==> src/rtl/ram_arb_pkg.sv <==
// Shared types and width defaults for the two-port memory arbiter.
// Latency: none (types and constants only).
// Backpressure: none (types and constants only).
package ram_arb_pkg;

    localparam int RAM_ADDR_W = 9;
    localparam int RAM_DATA_W = 64;
    localparam int RAM_BE_W   = RAM_DATA_W / 8;

    // Identifies which requester a command or read return belongs to.
    typedef logic port_id_t;

    localparam port_id_t PORT0 = 1'b0;
    localparam port_id_t PORT1 = 1'b1;

    // One read-pipeline stage: a read is in flight for the tagged port.
    typedef struct packed {
        logic     valid;
        port_id_t port;
    } rd_tag_t;

    // Command fields as presented to the memory slave.
    typedef struct packed {
        logic                  write;
        logic [RAM_ADDR_W-1:0] addr;
        logic [RAM_DATA_W-1:0] wdata;
        logic [RAM_BE_W-1:0]   be;
    } ram_cmd_t;

endpackage

==> src/rtl/ram_arb_rd_pipe.sv <==
// Tracks in-flight reads and steers memory read data back to the issuing port.
// Latency: readdata sampled READ_LATENCY cycles after issue, rvalid/rdata one cycle later.
// Backpressure: none; read returns cannot be stalled.
module ram_arb_rd_pipe
    import ram_arb_pkg::*;
#(
    parameter int DATA_W       = RAM_DATA_W,
    parameter int READ_LATENCY = 1
) (
    input  logic              clk,
    input  logic              reset_n,
    input  logic              issue_vld,
    input  logic              issue_port,
    input  logic [DATA_W-1:0] ram_readdata,
    output logic              p0_rvalid,
    output logic [DATA_W-1:0] p0_rdata,
    output logic              p1_rvalid,
    output logic [DATA_W-1:0] p1_rdata,
    output logic              pipe_busy
);

    rd_tag_t [READ_LATENCY-1:0] tag_q, tag_d;
    rd_tag_t                    tag_out;
    logic                       p0_rvalid_q, p0_rvalid_d;
    logic                       p1_rvalid_q, p1_rvalid_d;
    logic [DATA_W-1:0]          p0_rdata_q, p0_rdata_d;
    logic [DATA_W-1:0]          p1_rdata_q, p1_rdata_d;

    // Shift the tag of the read issued this cycle; the last stage lines up with valid readdata.
    always_comb begin
        tag_d    = '0;
        tag_d[0] = '{valid: issue_vld, port: issue_port};
        for (int i = 1; i < READ_LATENCY; i++) begin
            tag_d[i] = tag_q[i-1];
        end
        tag_out     = tag_q[READ_LATENCY-1];
        p0_rvalid_d = tag_out.valid && (tag_out.port == PORT0);
        p1_rvalid_d = tag_out.valid && (tag_out.port == PORT1);
        p0_rdata_d  = p0_rvalid_d ? ram_readdata : p0_rdata_q;
        p1_rdata_d  = p1_rvalid_d ? ram_readdata : p1_rdata_q;
        pipe_busy   = 1'b0;
        for (int i = 0; i < READ_LATENCY; i++) begin
            pipe_busy = pipe_busy | tag_q[i].valid;
        end
    end

    // Reset drops every in-flight read so no stale rvalid can follow.
    always_ff @(posedge clk or negedge reset_n) begin
        if (!reset_n) begin
            tag_q       <= '0;
            p0_rvalid_q <= 1'b0;
            p1_rvalid_q <= 1'b0;
            p0_rdata_q  <= '0;
            p1_rdata_q  <= '0;
        end else begin
            tag_q       <= tag_d;
            p0_rvalid_q <= p0_rvalid_d;
            p1_rvalid_q <= p1_rvalid_d;
            p0_rdata_q  <= p0_rdata_d;
            p1_rdata_q  <= p1_rdata_d;
        end
    end

    assign p0_rvalid = p0_rvalid_q;
    assign p1_rvalid = p1_rvalid_q;
    assign p0_rdata  = p0_rdata_q;
    assign p1_rdata  = p1_rdata_q;

endmodule

==> src/rtl/ram_port_arbiter.sv <==
// Round-robin share of one memory slave port between the sequencer (p0) and mailbox writer (p1); RAM_ARB_STATS_EN adds grant counters.
// Latency: command and ack appear the cycle after the request edge; read data READ_LATENCY+1 cycles after issue.
// Backpressure: requests are held until ack; a port whose ack is high is skipped, so one port issues at most every other cycle.
module ram_port_arbiter
    import ram_arb_pkg::*;
#(
    parameter int ADDR_W       = RAM_ADDR_W,
    parameter int DATA_W       = RAM_DATA_W,
    parameter int READ_LATENCY = 1,
    localparam int BE_W        = DATA_W / 8
) (
    input  logic              clk,
    input  logic              reset_n,
    input  logic              p0_req,
    input  logic              p0_write,
    input  logic [ADDR_W-1:0] p0_addr,
    input  logic [DATA_W-1:0] p0_wdata,
    input  logic [BE_W-1:0]   p0_be,
    output logic              p0_ack,
    output logic              p0_rvalid,
    output logic [DATA_W-1:0] p0_rdata,
    input  logic              p1_req,
    input  logic              p1_write,
    input  logic [ADDR_W-1:0] p1_addr,
    input  logic [DATA_W-1:0] p1_wdata,
    input  logic [BE_W-1:0]   p1_be,
    output logic              p1_ack,
    output logic              p1_rvalid,
    output logic [DATA_W-1:0] p1_rdata,
    output logic [ADDR_W-1:0] ram_address,
    output logic              ram_chipselect,
    output logic              ram_clken,
    output logic              ram_write,
    output logic [DATA_W-1:0] ram_writedata,
    output logic [BE_W-1:0]   ram_byteenable,
    input  logic [DATA_W-1:0] ram_readdata,
    output logic              busy
`ifdef RAM_ARB_STATS_EN
    ,
    input  logic              stats_clr,
    output logic [31:0]       p0_grant_cnt,
    output logic [31:0]       p1_grant_cnt
`endif
);

    logic              p0_elig, p1_elig, grant_vld;
    port_id_t          grant_port;
    logic [ADDR_W-1:0] ram_address_q, ram_address_d;
    logic [DATA_W-1:0] ram_writedata_q, ram_writedata_d;
    logic [BE_W-1:0]   ram_byteenable_q, ram_byteenable_d;
    logic              ram_chipselect_q, ram_chipselect_d;
    logic              ram_write_q, ram_write_d;
    logic              p0_ack_q, p0_ack_d;
    logic              p1_ack_q, p1_ack_d;
    port_id_t          last_grant_q, last_grant_d;
    port_id_t          issue_port_q, issue_port_d;
    logic              pipe_busy;

    // Pick a port (ties go to the one not granted last) and stage its command for issue.
    always_comb begin
        p0_elig    = p0_req && !p0_ack_q;
        p1_elig    = p1_req && !p1_ack_q;
        grant_vld  = p0_elig || p1_elig;
        if (p0_elig && p1_elig) begin
            grant_port = ~last_grant_q;
        end else begin
            grant_port = p1_elig ? PORT1 : PORT0;
        end
        ram_address_d    = ram_address_q;
        ram_writedata_d  = ram_writedata_q;
        ram_byteenable_d = ram_byteenable_q;
        ram_chipselect_d = 1'b0;
        ram_write_d      = 1'b0;
        p0_ack_d         = 1'b0;
        p1_ack_d         = 1'b0;
        last_grant_d     = last_grant_q;
        issue_port_d     = issue_port_q;
        if (grant_vld) begin
            ram_chipselect_d = 1'b1;
            last_grant_d     = grant_port;
            issue_port_d     = grant_port;
            if (grant_port == PORT1) begin
                ram_address_d    = p1_addr;
                ram_writedata_d  = p1_wdata;
                ram_byteenable_d = p1_be;
                ram_write_d      = p1_write;
                p1_ack_d         = 1'b1;
            end else begin
                ram_address_d    = p0_addr;
                ram_writedata_d  = p0_wdata;
                ram_byteenable_d = p0_be;
                ram_write_d      = p0_write;
                p0_ack_d         = 1'b1;
            end
        end
    end

    // Command and ack registers; last_grant resets to port 1 so port 0 wins the first tie.
    always_ff @(posedge clk or negedge reset_n) begin
        if (!reset_n) begin
            ram_address_q    <= '0;
            ram_writedata_q  <= '0;
            ram_byteenable_q <= '1;
            ram_chipselect_q <= 1'b0;
            ram_write_q      <= 1'b0;
            p0_ack_q         <= 1'b0;
            p1_ack_q         <= 1'b0;
            last_grant_q     <= PORT1;
            issue_port_q     <= PORT0;
        end else begin
            ram_address_q    <= ram_address_d;
            ram_writedata_q  <= ram_writedata_d;
            ram_byteenable_q <= ram_byteenable_d;
            ram_chipselect_q <= ram_chipselect_d;
            ram_write_q      <= ram_write_d;
            p0_ack_q         <= p0_ack_d;
            p1_ack_q         <= p1_ack_d;
            last_grant_q     <= last_grant_d;
            issue_port_q     <= issue_port_d;
        end
    end

    ram_arb_rd_pipe #(
        .DATA_W       (DATA_W),
        .READ_LATENCY (READ_LATENCY)
    ) u_rd_pipe (
        .clk          (clk),
        .reset_n      (reset_n),
        .issue_vld    (ram_chipselect_q && !ram_write_q),
        .issue_port   (issue_port_q),
        .ram_readdata (ram_readdata),
        .p0_rvalid    (p0_rvalid),
        .p0_rdata     (p0_rdata),
        .p1_rvalid    (p1_rvalid),
        .p1_rdata     (p1_rdata),
        .pipe_busy    (pipe_busy)
    );

    assign ram_address    = ram_address_q;
    assign ram_writedata  = ram_writedata_q;
    assign ram_byteenable = ram_byteenable_q;
    assign ram_chipselect = ram_chipselect_q;
    assign ram_write      = ram_write_q;
    assign ram_clken      = 1'b1;
    assign p0_ack         = p0_ack_q;
    assign p1_ack         = p1_ack_q;
    assign busy           = ram_chipselect_q || pipe_busy;

`ifdef RAM_ARB_STATS_EN
    logic [31:0] p0_grant_cnt_q, p0_grant_cnt_d;
    logic [31:0] p1_grant_cnt_q, p1_grant_cnt_d;

    // Saturating per-port grant counts; a clear in the same cycle as an ack wins.
    always_comb begin
        p0_grant_cnt_d = p0_grant_cnt_q;
        p1_grant_cnt_d = p1_grant_cnt_q;
        if (stats_clr) begin
            p0_grant_cnt_d = '0;
            p1_grant_cnt_d = '0;
        end else begin
            if (p0_ack_q && (p0_grant_cnt_q != '1)) p0_grant_cnt_d = p0_grant_cnt_q + 32'd1;
            if (p1_ack_q && (p1_grant_cnt_q != '1)) p1_grant_cnt_d = p1_grant_cnt_q + 32'd1;
        end
    end

    // Counter registers.
    always_ff @(posedge clk or negedge reset_n) begin
        if (!reset_n) begin
            p0_grant_cnt_q <= '0;
            p1_grant_cnt_q <= '0;
        end else begin
            p0_grant_cnt_q <= p0_grant_cnt_d;
            p1_grant_cnt_q <= p1_grant_cnt_d;
        end
    end

    assign p0_grant_cnt = p0_grant_cnt_q;
    assign p1_grant_cnt = p1_grant_cnt_q;
`endif

endmodule

==> config.mk <==
export PLATFORM = sky130hd
export DESIGN_NAME = ram_port_arbiter
export DESIGN_NICKNAME = d
export VERILOG_FILES = /design/src/rtl/ram_arb_pkg.sv /design/src/rtl/ram_arb_rd_pipe.sv /design/src/rtl/ram_port_arbiter.sv
export SDC_FILE = /design/constraint.sdc
export NUM_CORES = 1
export LEC_CHECK = 0
export BUFFER_PORTS_ARGS = -buffer_cell sky130_fd_sc_hd__clkbuf_2
export CAP_MARGIN = 10
export CORE_AREA = 2 2 173 175
export CTS_BUF_LIST = sky130_fd_sc_hd__clkbuf_16
export DETAILED_ROUTE_END_ITERATION = 10
export DIE_AREA = 0 0 175 177
export PLACE_DENSITY = 0.62
export SLEW_MARGIN = 20
export SYNTH_ARGS = -nofsm -noshare
export SYNTH_HDL_FRONTEND = slang
export SYNTH_SLANG_ARGS = --single-unit
==> constraint.sdc <==
create_clock -name clk -period 1.8 [get_ports clk]
set_input_delay 0.18 -clock clk [delete_from_list [all_inputs] [get_ports clk]]
set_output_delay 0.18 -clock clk [all_outputs]
set_load 0.03 [all_outputs]
=== Word level (Yosys, flattened, before mapping) ===
Index checks and enable logic that the tools add are counted.

* Flip-flop bits (word level): 219
* Bits in latches: 0
* Bits in writable memories: 0
* ROM bits: 0
* Input port bits: 232
* Output and inout port bits: 217
* Memories kept: 0

* $add $sub $neg: 0
* $mul: 0
* Div/mod/pow operators: 0
* Magnitude comparators: 0
* Equality and inequality tests: 0
* Shift-type cells: 0
* Muxes and demuxes: 12
* Bitwise operators: 2
* Reductions and logical operators: 11

{| class="wikitable"
|+ Operators by type and width
! operator !! count
|-
| 64-bit 2-to-1 mux || 1
|-
| 1-bit 2-to-1 mux || 9
|-
| 9-bit 2-to-1 mux || 1
|-
| 8-bit 2-to-1 mux || 1
|-
| 1-bit logical AND || 6
|-
| 1-bit zero test || 3
|-
| 1-bit logical OR || 2
|-
| 1-bit inverter || 2
|}

=== Depth between registers and ports, before layout ===
Gate-level depths: netlist of the first run.

* Depth after elaboration: 6
* Depth in mapped cells: 5
* Gate-level depth less buffers: 3

=== By module ===
From an unflattened synthesis of the first run, not the netlist that was laid out.

* Cells, all modules: 580
* Area total of the unflattened synthesis: 8785.9 µm²

{| class="wikitable"
|+ By module, submodules not included
! module !! instances !! cells each !! area an instance (µm²) !! sequential area each (µm²)
|-
| ram_arb_rd_pipe || 1 || 278 || 4903.5 || 3303.2
|-
| ram_port_arbiter || 1 || 302 || 3882.5 || 2188.3
|}

=== Worst setup path after synthesis of the first run ===
No wires, ideal clock.

* Path type: register to register
* From: register p0_ack_q (netlist: p0_ack)
* To: register ram_writedata_q[22] (netlist: ram_writedata[22])
* Arrival: 1.412 ns
* Required time: 1.674 ns
* Slack: 0.262 ns
* Cell stages (with the launch flop): 6
* Path buffers: 2
* Period minus slack after synthesis: 1.538 ns
* Cells stage by stage: dfrtp_1 -> nand3b_4 -> buf_6 -> clkbuf_1 -> and3_1 -> a221o_1

* Word-level cells in the longest chain between the ends: 5

{| class="wikitable"
|+ RTL lines
! element !! RTL line !! RTL
|-
| start: declaration || ram_port_arbiter.sv:53 || <nowiki>logic p0_ack_q, p0_ack_d;</nowiki>
|-
| start signal: assignment || ram_port_arbiter.sv:116 || <nowiki>p0_ack_q <= p0_ack_d;</nowiki>
|-
| 1-bit zero test * || ram_port_arbiter.sv:61 || <nowiki>p0_elig = p0_req && !p0_ack_q;</nowiki>
|-
| 1-bit logical AND * || ram_port_arbiter.sv:61 ||
|-
| 1-bit logical AND || ram_port_arbiter.sv:64 || <nowiki>if (p0_elig && p1_elig) begin</nowiki>
|-
| 1-bit 2-to-1 mux || ram_port_arbiter.sv:64 ||
|-
| 64-bit 2-to-1 mux || ram_port_arbiter.sv:82 || <nowiki>if (grant_port == PORT1) begin</nowiki>
|-
| end signal: assignment || ram_port_arbiter.sv:112 || <nowiki>ram_writedata_q <= ram_writedata_d;</nowiki>
|-
| end: declaration || ram_port_arbiter.sv:49 || <nowiki>logic [DATA_W-1:0] ram_writedata_q, ram_writedata_d;</nowiki>
|}

Every way passes the cells marked *; elsewhere a longest branch is shown, timed or not.
A chain may end at the register's enable or synchronous reset.

=== Worst setup path after layout of the first run ===
* From: register last_grant_q
* To: register ram_writedata_q[12] (netlist: ram_writedata[12])

* Word-level cells in the longest chain between the ends: 3

{| class="wikitable"
|+ RTL lines
! element !! RTL line !! RTL
|-
| start: declaration || ram_port_arbiter.sv:55 || <nowiki>port_id_t last_grant_q, last_grant_d;</nowiki>
|-
| start signal: assignment || ram_port_arbiter.sv:118 || <nowiki>last_grant_q <= last_grant_d;</nowiki>
|-
| 1-bit inverter || ram_port_arbiter.sv:65 || <nowiki>grant_port = ~last_grant_q;</nowiki>
|-
| 1-bit 2-to-1 mux || ram_port_arbiter.sv:64 ||
|-
| 64-bit 2-to-1 mux || ram_port_arbiter.sv:82 ||
|}

No other way between the ends.

==> reports/summary.md, run 1 <==
The initialized floorplan defines 63 standard-cell rows. The initial standard-cell utilization of the core is 29.9%. In this run the critical register-to-register path is captured at ram_writedata[12]$_DFFE_PN0N_.

The first detailed-routing pass took 4 iterations. Worst hold path class: input port to register. After the first detailed-routing iteration, the DRC count stood at 380. The proportion of synthesized chip area in sequential cells was 62.8%; the worst supply voltage drop on vdd was 0.681 mV.

Data arrival time of the critical path: 2100 ps. The number of global-route vias before repair is 8,340. Dividing total power by cell area gives a power density of 1540 nW/um^2. The yosys synthesis warning count is 0, and the number of cells on the worst reg-to-reg path is 4.

The flip-flop and latch count after synthesis is 219. The number of max-slew violations in the final report was 0; the area of the die was 31,000 sq um. The placed instances occupy a cell area of 11,500 sq um. After clock tree synthesis, the clock-pin slew on the worst setup and hold paths is 60 ps.

Compared with the post-synthesis result, the final layout area differs by 66.1%. The routed length per placed instance was 17.8 microns; the first-pass GRT wire length was 45,300 microns. The number of buffers inserted by port buffering works out to 447.

After layout, the minimum clock period comes to 1710 ps. The run finished with clean final reports. For the post-layout net count, the log shows 1,484. For the H-tree depth, the log shows 1. The path with the worst hold slack has its endpoint at ram_writedata[17]$_DFFE_PN0N_. The die is 175 microns wide.

The post-route clock period utilization is 95.0%. Of all flip-flops after synthesis, the portion carrying an async set or reset was 100%. Clock tree synthesis inserted a total of 24 buffers. Buffering stage count on the worst path with inverters included: 1.

The most frequent standard cell in the layout excluding fill and tap cells was clkbuf_2. The number of cells traversed by the worst hold path is 3, and the area of the multi-input gates is 2910 sq um. The clock passes through at most 3 buffers. Synthesis produced 580 cells.

The reg-to-reg critical path startpoint is last_grant_q$_DFFE_PN1N_. The run gives 16.5 ps as the worst setup skew after layout. The post-layout worst setup margin was 90.5 ps; the max-cap violation count was 0. The congestion estimate from routability-driven global placement came to 0.787. Total setup violations reported at the end of the flow: 0.

Summing over every cut layer, the via total after detailed routing is 7,918. For this design the top-level I/O count stands at 449. The logs give 90 ps for the register-to-register setup slack and 29,500 microns for the total wire length after detailed routing.

The post-synthesis instance area came out at 8740 sq um. Leaving out fill and tap cells, the most frequent cells in the layout are clkbuf_2, dlygate4sd3_1, dfrtp_1. The run gives 0 as the post-CTS setup buffer count. The global route total overflow came out at 0. Each instance of the synthesized netlist takes up on average 15.1 sq um.

For the number of antenna violations at the first check in global routing, the log shows 1. Critical path endpoint category: a register. TritonCTS built the clock tree.

The largest net degree at the start of global routing was 68. Walking the worst path, the cells encountered are nand3b_4 -> buf_12 -> and3_1 -> a221o_1. The tools report the clock latency on the worst-skew pair as 510 ps.

In this run the worst path has a maximum fanout of 48. STA classifies the critical path startpoint as a register. In the final layout, flip-flops and latches occupy 5490 sq um. The run gives 49.6% as the share of the core filled with cells. The final non-filler cell area is 14,500 sq um. The logs give 2190 ps for the critical path data required time and 64.7% for the worst slew slack as a fraction of its limit. Global routing consumed, over all layers together, 18.4% of the routing resources. Filler cell count in the final layout: 2,473. The number of remaining DRC errors is 0, and the measured slew at the worst slew-check pin is 529 ps. The run gives 812 as the number of nets produced by synthesis.

The critical path's top delay family was flip-flops. In this run the static leakage power is 0.00733 uW. For this run, the slowest stage of the critical path takes 560 ps.

The post-detailed-placement half-perimeter wirelength is 19,700 microns. After floorplanning, the core was sized to cover 29,200 sq um. Timing would allow up to 0.585 GHz. At the placement stage, the worst setup path has a slack of 178 ps.

Setup repair after global routing left no endpoint under its margin. The worst hold path begins at p1_wdata[17]. Using the TritonRoute via totals, the vias-per-cell ratio works out to 4.77. The start-to-end type of the worst setup path is register to register. The number of failing hold endpoints at the final stage is 0. Yosys mapped the design onto 27 distinct sky130hd cell types. Clock tree synthesis found a total of 219 sinks.

Among all flip-flop cells after synthesis, the most frequent one is dfrtp_1. The number of enable flip-flop cells after synthesis was 0; the antenna violation net count after detailed routing was 0. The die span in y was 177 microns. The largest individual stage delay along the critical path comes from the cell dfstp_2. The final sum of negative setup slack was 0 ps.

Share of layout cells above drive strength 1: 42.8%. Clock tree synthesis selected as its root buffer the cell clkbuf_16.
-- kinds of logic (layout without fill, tap and decap cells) --
group	count (synthesis)	in the layout	share of synthesized area [%]
AOI/OAI and AO/OA	86	86	9.65
buffers and inverters	55	745	4.20
DFF	219	219	62.8
muxes	128	128	16.5
other	1	2	0.0429
and+or+nand+nor	91	91	6.77
-- cell usage after synthesis, drive strengths merged, types with 2 or more instances --
| master | count | area (sq um) |
|---|---|---|
| dfrtp | 210 | 5260 |
| mux2 | 128 | 1440 |
| a221o | 81 | 811 |
| and3 | 81 | 507 |
| buf | 39 | 307 |
| clkbuf | 12 | 45.0 |
| dfstp | 9 | 236 |
| inv | 4 | 15.0 |
| nor2b | 3 | 33.8 |
| o21ai | 2 | 10.0 |
-- timing repair --
item,in CTS,in global routing
hold buffers,223,0
gates resized for setup,0,0
hold endpoints to repair,263,0
-- state kept, by name (all words and copies together) (netlist names) --
register and cells:
issue_port_q 1, last_grant_q 1, p0_ack 1, p1_ack 1, ram_address 9, ram_byteenable 8
ram_chipselect 1, ram_write 1, ram_writedata 64, u_rd_pipe.p0_rdata 64, u_rd_pipe.p0_rvalid 1, u_rd_pipe.p1_rdata 64
u_rd_pipe.p1_rvalid 1, u_rd_pipe.pipe_busy 1, u_rd_pipe.tag_out 1
-- worst max path at each step --
stage	slack (ps)	to	from	cells past startpoint
floorplan	260	ram_writedata[22]$_DFFE_PN0N_	p0_ack$_DFF_PN0_	5
global placement	210	ram_writedata[3]$_DFFE_PN0N_	last_grant_q$_DFFE_PN1N_	4
detailed placement	180	ram_writedata[16]$_DFFE_PN0N_	last_grant_q$_DFFE_PN1N_	4
CTS	100	busy	u_rd_pipe.pipe_busy$_DFF_PN0_	2
global route	40	ram_writedata[12]$_DFFE_PN0N_	last_grant_q$_DFFE_PN1N_	4
finish	90	ram_writedata[12]$_DFFE_PN0N_	last_grant_q$_DFFE_PN1N_	4
-- stage by stage --
stage,cells,hold slack (ps),power (uW)
2_1_floorplan,580,-116,14000
3_3_place_gp,1393,164,17200
3_5_place_dp,1393,171,17400
4_1_cts,1660,1.52,22600
5_1_grt,1661,33.0,23500
6_report,1661,33.0,22400
-- metal layers --
metal | global-route usage (%) | part of all wire, % | vias up
met3 | 4.36 | 7.6 | 81
met5 | 0 | 0 | -
met4 | 7.92 | 4.4 | 0
li1 | - | - | 3546
met1 | 21.6 | 38 | 3872
met2 | 32.0 | 50 | 419
-- area by class of cell --
type | count | area share, %
sequential | 219 | 37.8
timing repair buffer | 697 | 33.4
multi-input combinational | 306 | 20.0
clock buffer | 25 | 4.31
tap | 390 | 3.36
clock inverter | 19 | 0.923
inverter | 4 | 0.103
antenna | 1 | 0.0172
-- tightest hold or removal path: stages --
cell      delay (ps)
clkbuf_2          90
and3_1           140
a221o_1          100
-- power breakdown --
| part | internal (uW) | switching (uW) | total (uW) |
|---|---|---|---|
| clock | 2790 | 1960 | 4740 |
| sequential | 6890 | 1070 | 7960 |
| combinational | 3310 | 6380 | 9700 |
Power figures use the tool's default switching activity.
==> inputs of run 2 (changes only) <==
- HOLD_SLACK_MARGIN: not set -> 0.12
- MAX_ROUTING_LAYER: not set -> met4
==> run 2 against run 1 <==
Compared with the run above:
- sequential power about the same
- clock-buffer cell count unchanged
- setup slack about the same
- register-to-register slack about the same
- critical path type unchanged
==> reports/summary.md, run 2 (synthesized netlist as in run 1, its figures left out) <==
The tools report the total core area as 29,200 sq um (unchanged). The total wire length after detailed routing was 29,800 microns (+1.0%). The tools report the total CTS buffers as 24 (unchanged). In this run the worst setup path terminates at ram_writedata[30]$_DFFE_PN0N_. The buffering stage count on the worst path with inverters included came out at 1 (unchanged). The setup path with the least slack is of type register to register. The worst register-to-register path begins at last_grant_q$_DFFE_PN1N_. Post-placement setup slack: 178 ps (unchanged).

The leakage power figure was 0.00735 uW (+0.34%). Largest fanout on the critical path: 48 (unchanged). The peak per-stage delay on the critical path is 560 ps (about the same), and the routability congestion estimate from global placement is 0.798 (+1.4%). The worst hold path belongs to the class input port to register.

The run gives 65.5% (+0.73 points) as the worst slew slack as a fraction of its limit. The tools report the post-detailed-placement half-perimeter wirelength as 19,700 microns (unchanged). The number of cells on the worst reg-to-reg path was 4 (unchanged); the antenna violation net count after detailed routing was 0 (unchanged). The tools report the initial standard-cell utilization of the core as 29.9% (unchanged). The highest-delay cell along the critical path was dfstp_2. The number of stages on the worst setup path works out to 4 (unchanged). The worst slack on hold paths came out at 190 ps (+157 ps). Most frequent standard cell in the layout excluding fill and tap cells: clkbuf_2.

For the worst supply voltage drop on vdd, the log shows 0.679 mV (-0.25%). The overall routing resource usage came out at 19.2% (+0.79 points). The tools report the clock latency on the worst-skew pair as 510 ps (about the same).

The run gives 90 ps (about the same) as the register-to-register setup slack. The number of failing hold endpoints at the final stage was 0 (unchanged). The run gives 3 (unchanged) as the maximum clock path buffer count.

The number of max-slew violations in the final report was 0 (unchanged); the layout-stage area growth over the synthesis result was 66.7%. In this run the critical register-to-register path is captured at ram_writedata[30]$_DFFE_PN0N_. The power density over cell area works out to 1540 nW/um^2 (-0.31%). The critical path data required time was 2180 ps (about the same); the post-route clock period utilization was 95.0% (about the same). The run gives 1 (unchanged) as the number of antenna violations at the first check in global routing. The signal on the critical path passes through nand3b_4 -> buf_12 -> and3_1 -> a221o_1. The area of the die was 31,000 sq um (unchanged).

The worst setup path is launched from a register. The clock transition time at the flip-flop clock pins of the worst setup and hold paths works out to 60 ps (about the same). The logs give 0 (unchanged) for the post-cts repair resize count and 68 (unchanged) for the largest net degree at the start of global routing. Data arrival time of the critical path: 2090 ps (about the same). The total setup violations reported at the end of the flow is 0 (unchanged). Tracing the worst setup path back leads to its startpoint at last_grant_q$_DFFE_PN1N_. The number of buffers inserted by port buffering is 447 (unchanged), and the violation count after the first detailed-route iteration is 388 (+2.1%). For the max-cap violation count, the log shows 0 (unchanged). TritonCTS built the clock tree. The die span in y is 177 microns (unchanged). The routed length per placed instance is 17.9 microns (+0.63%), and the total iterations of the first detailed-routing run is 5 (+1). The run gives 1,490 (+0.40%) as the post-layout net count. The tools report the via count as 7,969 (+0.64%).

The H-tree depth is 1 (unchanged). For the site row count, the log shows 63 (unchanged). The final sum of negative setup slack is 0 ps (unchanged).

The critical path's top delay family is flip-flops. Setup repair after global routing left no endpoint under its margin. The flow ran to the end, and the final reports show no timing, DRC or antenna violations.

Worst setup skew after layout: 16.7 ps (+0.176 ps). The ratio of routed vias to standard cells is 4.78 (+0.28%), and the fmax is 0.585 GHz (about the same). STA classifies the critical path endpoint as a register. The power after layout is 22,400 uW (+0.11%), and the post-layout worst setup margin is 90.6 ps (+0.0684 ps). The final critical delay including setup and external delays works out to 1710 ps (-0.0684 ps). The top cell types in the final layout, fill and taps aside, are clkbuf_2, dlygate4sd3_1, dfrtp_1. The share of layout cells above drive strength 1 works out to 42.6% (-0.20 points). The global route total overflow was 0 (unchanged). The x dimension of the die is 175 microns (unchanged), and the number of ports placed on the die boundary is 449 (unchanged). Clock tree synthesis selected as its root buffer the cell clkbuf_16. For the number of global-route vias before repair, the log shows 8,424 (+1.0%). The measured slew at the worst slew-check pin works out to 518 ps (-10.9 ps). The tools report the first-pass GRT wire length as 46,100 microns (+1.7%).

The number of clock sinks is 219 (unchanged), and the number of remaining DRC errors is 0 (unchanged).
run 2: cell types whose count changed in the layout (fill, tap and decap cells not counted):
cell,delta
dlygate4sd3_1,+6
run 2: timing repair:
action | in CTS | in global routing
hold endpoints to repair | 428 | 0
setup buffers | 0 | 0
hold buffers | 229 | 0
run 2: metal layers:
metal / global-route usage [%] / vias up / wire length [microns]
met5: - / - / 0
met4: 7.47 / 0 / 1220
met3: 3.63 / 80 / 2180
met2: 32.7 / 446 / 14900
met1: 22.4 / 3885 / 11500
li1: - / 3558 / -
run 2: cell type report:
type / instances / area, sq um
fill: 2470 / 14700
sequential: 219 / 5490
timing repair buffer: 703 / 4900
multi-input combinational: 306 / 2910
clock buffer: 25 / 626
tap: 390 / 488
clock inverter: 19 / 134
inverter: 4 / 15.0
antenna: 1 / 2.50
run 2: worst min-delay path by stage:
stage             from                       endpoint  depth (start not counted)
6_report        p0_req       last_grant_q$_DFFE_PN1N_                          3
5_1_grt         p0_req       last_grant_q$_DFFE_PN1N_                          3
4_1_cts         p0_req       last_grant_q$_DFFE_PN1N_                          3
3_5_place_dp   reset_n  ram_writedata[44]$_DFFE_PN0N_                          1
3_3_place_gp   reset_n  ram_writedata[44]$_DFFE_PN0N_                          1
2_1_floorplan  reset_n       issue_port_q$_DFFE_PN0N_                          0
run 2: through the flow:
step	utilization (%)	std cells	cell area [sq um]
floorplan	-	580	8740
global placement	39.4	1393	11500
detailed placement	39.4	1393	11500
CTS	49.8	1666	14600
global route	49.8	1667	14600
finish	49.8	1667	14600
run 2: power breakdown:
part           internal [uW]  total [uW]  switching, uW
clock                   2790        4750           1960
sequential              6890        7960           1070
combinational           3320        9720           6390
run 2: worst min-delay path: cells and delay by family:
kind	cells	cell delay, ps
buffers and inverters	1	120
AND/OR/NAND/NOR	1	210
AO/OA/AOI/OAI	1	160
==> inputs of run 3 (changes only) <==
- CORE_AREA: 2 2 173 175 -> 2 2 175 177
- DIE_AREA: 0 0 175 177 -> 0 0 177 179
- PLACE_DENSITY: 0.62 -> 0.61
==> run 3 against run 2 <==
Compared with the run above:
- power fell by 2.7%
- sequential cell count did not move
- cell count hardly changed
- die area grew 2.3%
- global-route usage fell by 0.50 points
- register-to-register slack better by 110 ps
- wire length rose by 1.7%
- critical path depth down 2
- critical path type is now register to output port
- critical endpoint is now busy
- largest power group unchanged
==> reports/summary.md, run 3 (synthesized netlist as in run 1, its figures left out) <==
The max-cap violation count was 0 (unchanged); the worst supply voltage drop on vdd was 0.588 mV (-13%). The number of stages on the worst setup path came out at 2 (-2). The share of layout cells above drive strength 1 came out at 42.1% (-0.57 points). Setup repair after global routing left no endpoint under its margin. The antenna violation net count after detailed routing is 0 (unchanged). The clock transition time at the flip-flop clock pins of the worst setup and hold paths was 60 ps (about the same).

The tools report the total CTS buffers as 23 (-4.2%). The total iterations of the first detailed-routing run was 5 (unchanged); the area of the die was 31,700 sq um (+2.3%). The buffering stage count on the worst path with inverters included is 1 (unchanged). The run gives 0.819 (+2.6%) as the routability congestion estimate from global placement. The critical path's top delay family was flip-flops.

The top cell types in the final layout, fill and taps aside, are clkbuf_2, dlygate4sd3_1, dfrtp_1. For the clock latency on the worst-skew pair, the log shows 510 ps (about the same). The x dimension of the die was 177 microns (+1.1%); the post-placement setup slack was 240 ps (+62.4 ps). The run gives 64 (+1.6%) as the site row count. The largest fanout on the critical path works out to 3 (-94%).

Leaving out fill and tap cells, the most frequent cell in the layout is clkbuf_2. The final critical delay including setup and external delays is 1700 ps (-11.9 ps), and the routed length per placed instance is 18.2 microns (+1.7%). The logs give 0 (unchanged) for the number of failing hold endpoints at the final stage and 219 (unchanged) for the number of clock sinks. Total setup violations reported at the end of the flow: 0 (unchanged).

The global route total overflow was 0 (unchanged); the initial standard-cell utilization of the core was 29.1% (-0.78 points). The filler cell count in the final layout was 2,593 (+5.0%). The layout-stage area growth over the synthesis result was 65.2%; the first-pass GRT wire length was 45,200 microns (-1.9%). The tools report the total core area as 30,000 sq um (+2.7%). The number of remaining DRC errors is 0 (unchanged), and the antenna diode count is 0 (-1).

The run finished with clean final reports. The run gives 449 (unchanged) as the number of ports placed on the die boundary. Number of buffers inserted by port buffering: 447 (unchanged).

On the critical path, the stage with the largest delay is an instance of dfrtp_1. The violation count after the first detailed-route iteration is 308 (-21%). The tools report the data arrival time of the critical path as 1520 ps (-570 ps). Worst hold path class: input port to asynchronous set/reset pin. The largest net degree at the start of global routing came out at 83 (+22%).

The critical path goes through or2_2 -> clkbuf_2. The post-layout worst setup margin is 103 ps (+11.9 ps), and the power density over cell area is 1510 nW/um^2 (-1.8%). The critical path data required time is 1620 ps (-560 ps), and the leakage power figure is 0.00728 uW (-0.97%). The ratio of routed vias to standard cells came out at 4.68 (-2.1%). The critical path endpoint category was an output port. For the worst slack on hold paths, the log shows 201 ps (+11.2 ps). The logs give 1 (unchanged) for the H-tree depth and 0 (unchanged) for the number of max-slew violations in the final report.

The tools report the overall routing resource usage as 18.7% (-0.50 points). CTS placed an instance of clkbuf_16 at the clock tree root. The post-detailed-placement half-perimeter wirelength is 20,500 microns (+4.4%), and the final sum of negative setup slack is 0 ps (unchanged).

The post-layout net count was 1,487 (-0.20%). The startpoint type of the worst setup path was a register. The worst setup skew after layout is 8.20 ps (-8.47 ps), and the peak per-stage delay on the critical path is 480 ps (-80 ps). TritonCTS built the clock tree. The post-route clock period utilization is 94.3% (-0.66 points), and the number of antenna violations at the first check in global routing is 0 (-1).

The run gives 8,175 (-3.0%) as the number of global-route vias before repair. The run gives 0.589 GHz (+0.70%) as the fmax. Via count: 7,805 (-2.1%). The number of cells on the worst reg-to-reg path was 4 (unchanged); the total wire length after detailed routing was 30,300 microns (+1.7%).

The die span in y is 179 microns (+1.1%). By startpoint and endpoint, the worst setup path is classified as register to output port. The tools report the maximum clock path buffer count as 3 (unchanged).

For the power after layout, the log shows 21,800 uW (-2.7%).
-- run 3: cell types whose count changed in the layout (fill, tap and decap cells not counted) --
cell           change
buf_12             -2
buf_4              -1
bufinv_16          -2
clkbuf_16          -2
clkinv_1           +5
clkinv_2           -2
diode_2            -1
dlygate4sd3_1      +1
inv_1              -1
nand2_2            -1
nand2_4            +1
-- run 3: per-stage QoR --
step,cell area (sq um),cells,utilization (%)
floorplan,8740,580,-
finish,14400,1668,48.1
detailed placement,11500,1396,38.2
global placement,11500,1396,38.2
global route,14400,1668,48.1
CTS,14400,1668,48.1
-- run 3: path summary, 6_finish.rpt --
| path | startpoint | endpoint | slack, ps |
|---|---|---|---|
| worst min register to register | issue_port_q$_DFFE_PN0N_ | u_rd_pipe.tag_out[0]$_DFF_PN0_ | 380 |
| worst min-delay path | reset_n | u_rd_pipe.p1_rdata[20]$_DFFE_PN0P_ | 200 |
| worst max register to register | last_grant_q$_DFFE_PN1N_ | ram_writedata[22]$_DFFE_PN0N_ | 200 |
| max in group asynchronous | reset_n | ram_byteenable[3]$_DFFE_PN1N_ | 910 |
| worst max-delay path | u_rd_pipe.pipe_busy$_DFF_PN0_ | busy | 100 |
| min in group clk | p1_req | p1_ack$_DFF_PN0_ | 210 |
-- run 3: power breakdown --
part / internal (uW) / switching (uW)
registers: 6890 / 1080
clock network: 2310 / 1890
logic: 3290 / 6370
total: 12500 / 9340
-- run 3: worst register-to-register path: cells and delay by family (launching register included) --
kind	cells	cell delay [ps]
DFF	1	560
AOI/OAI and AO/OA	1	270
buffers and inverters	1	220
and+or+nand+nor	2	440
-- run 3: area by class of cell --
cell class                 count  area, sq um  area share [%]
inverter                       4         15.0           0.104
multi-input combinational    306         2910            20.2
sequential                   219         5490            38.0
timing repair buffer         701         4870            33.7
clock inverter                19         78.8           0.546
tap                          396          495            3.43
clock buffer                  23          576            3.99
-- run 3: timing repair --
item,CTS,global route
buffers inserted,0,0
hold endpoints to repair,421,0
resized for setup,0,0
hold buffers,230,0
-- run 3: routing by layer --
layer	routed length [microns]	share of wire [%]	GRT usage, %
met1	11900	39	22.0
met2	15100	50	31.6
met3	2240	7.4	3.54
met4	1080	3.5	7.23
met5	0	0	-
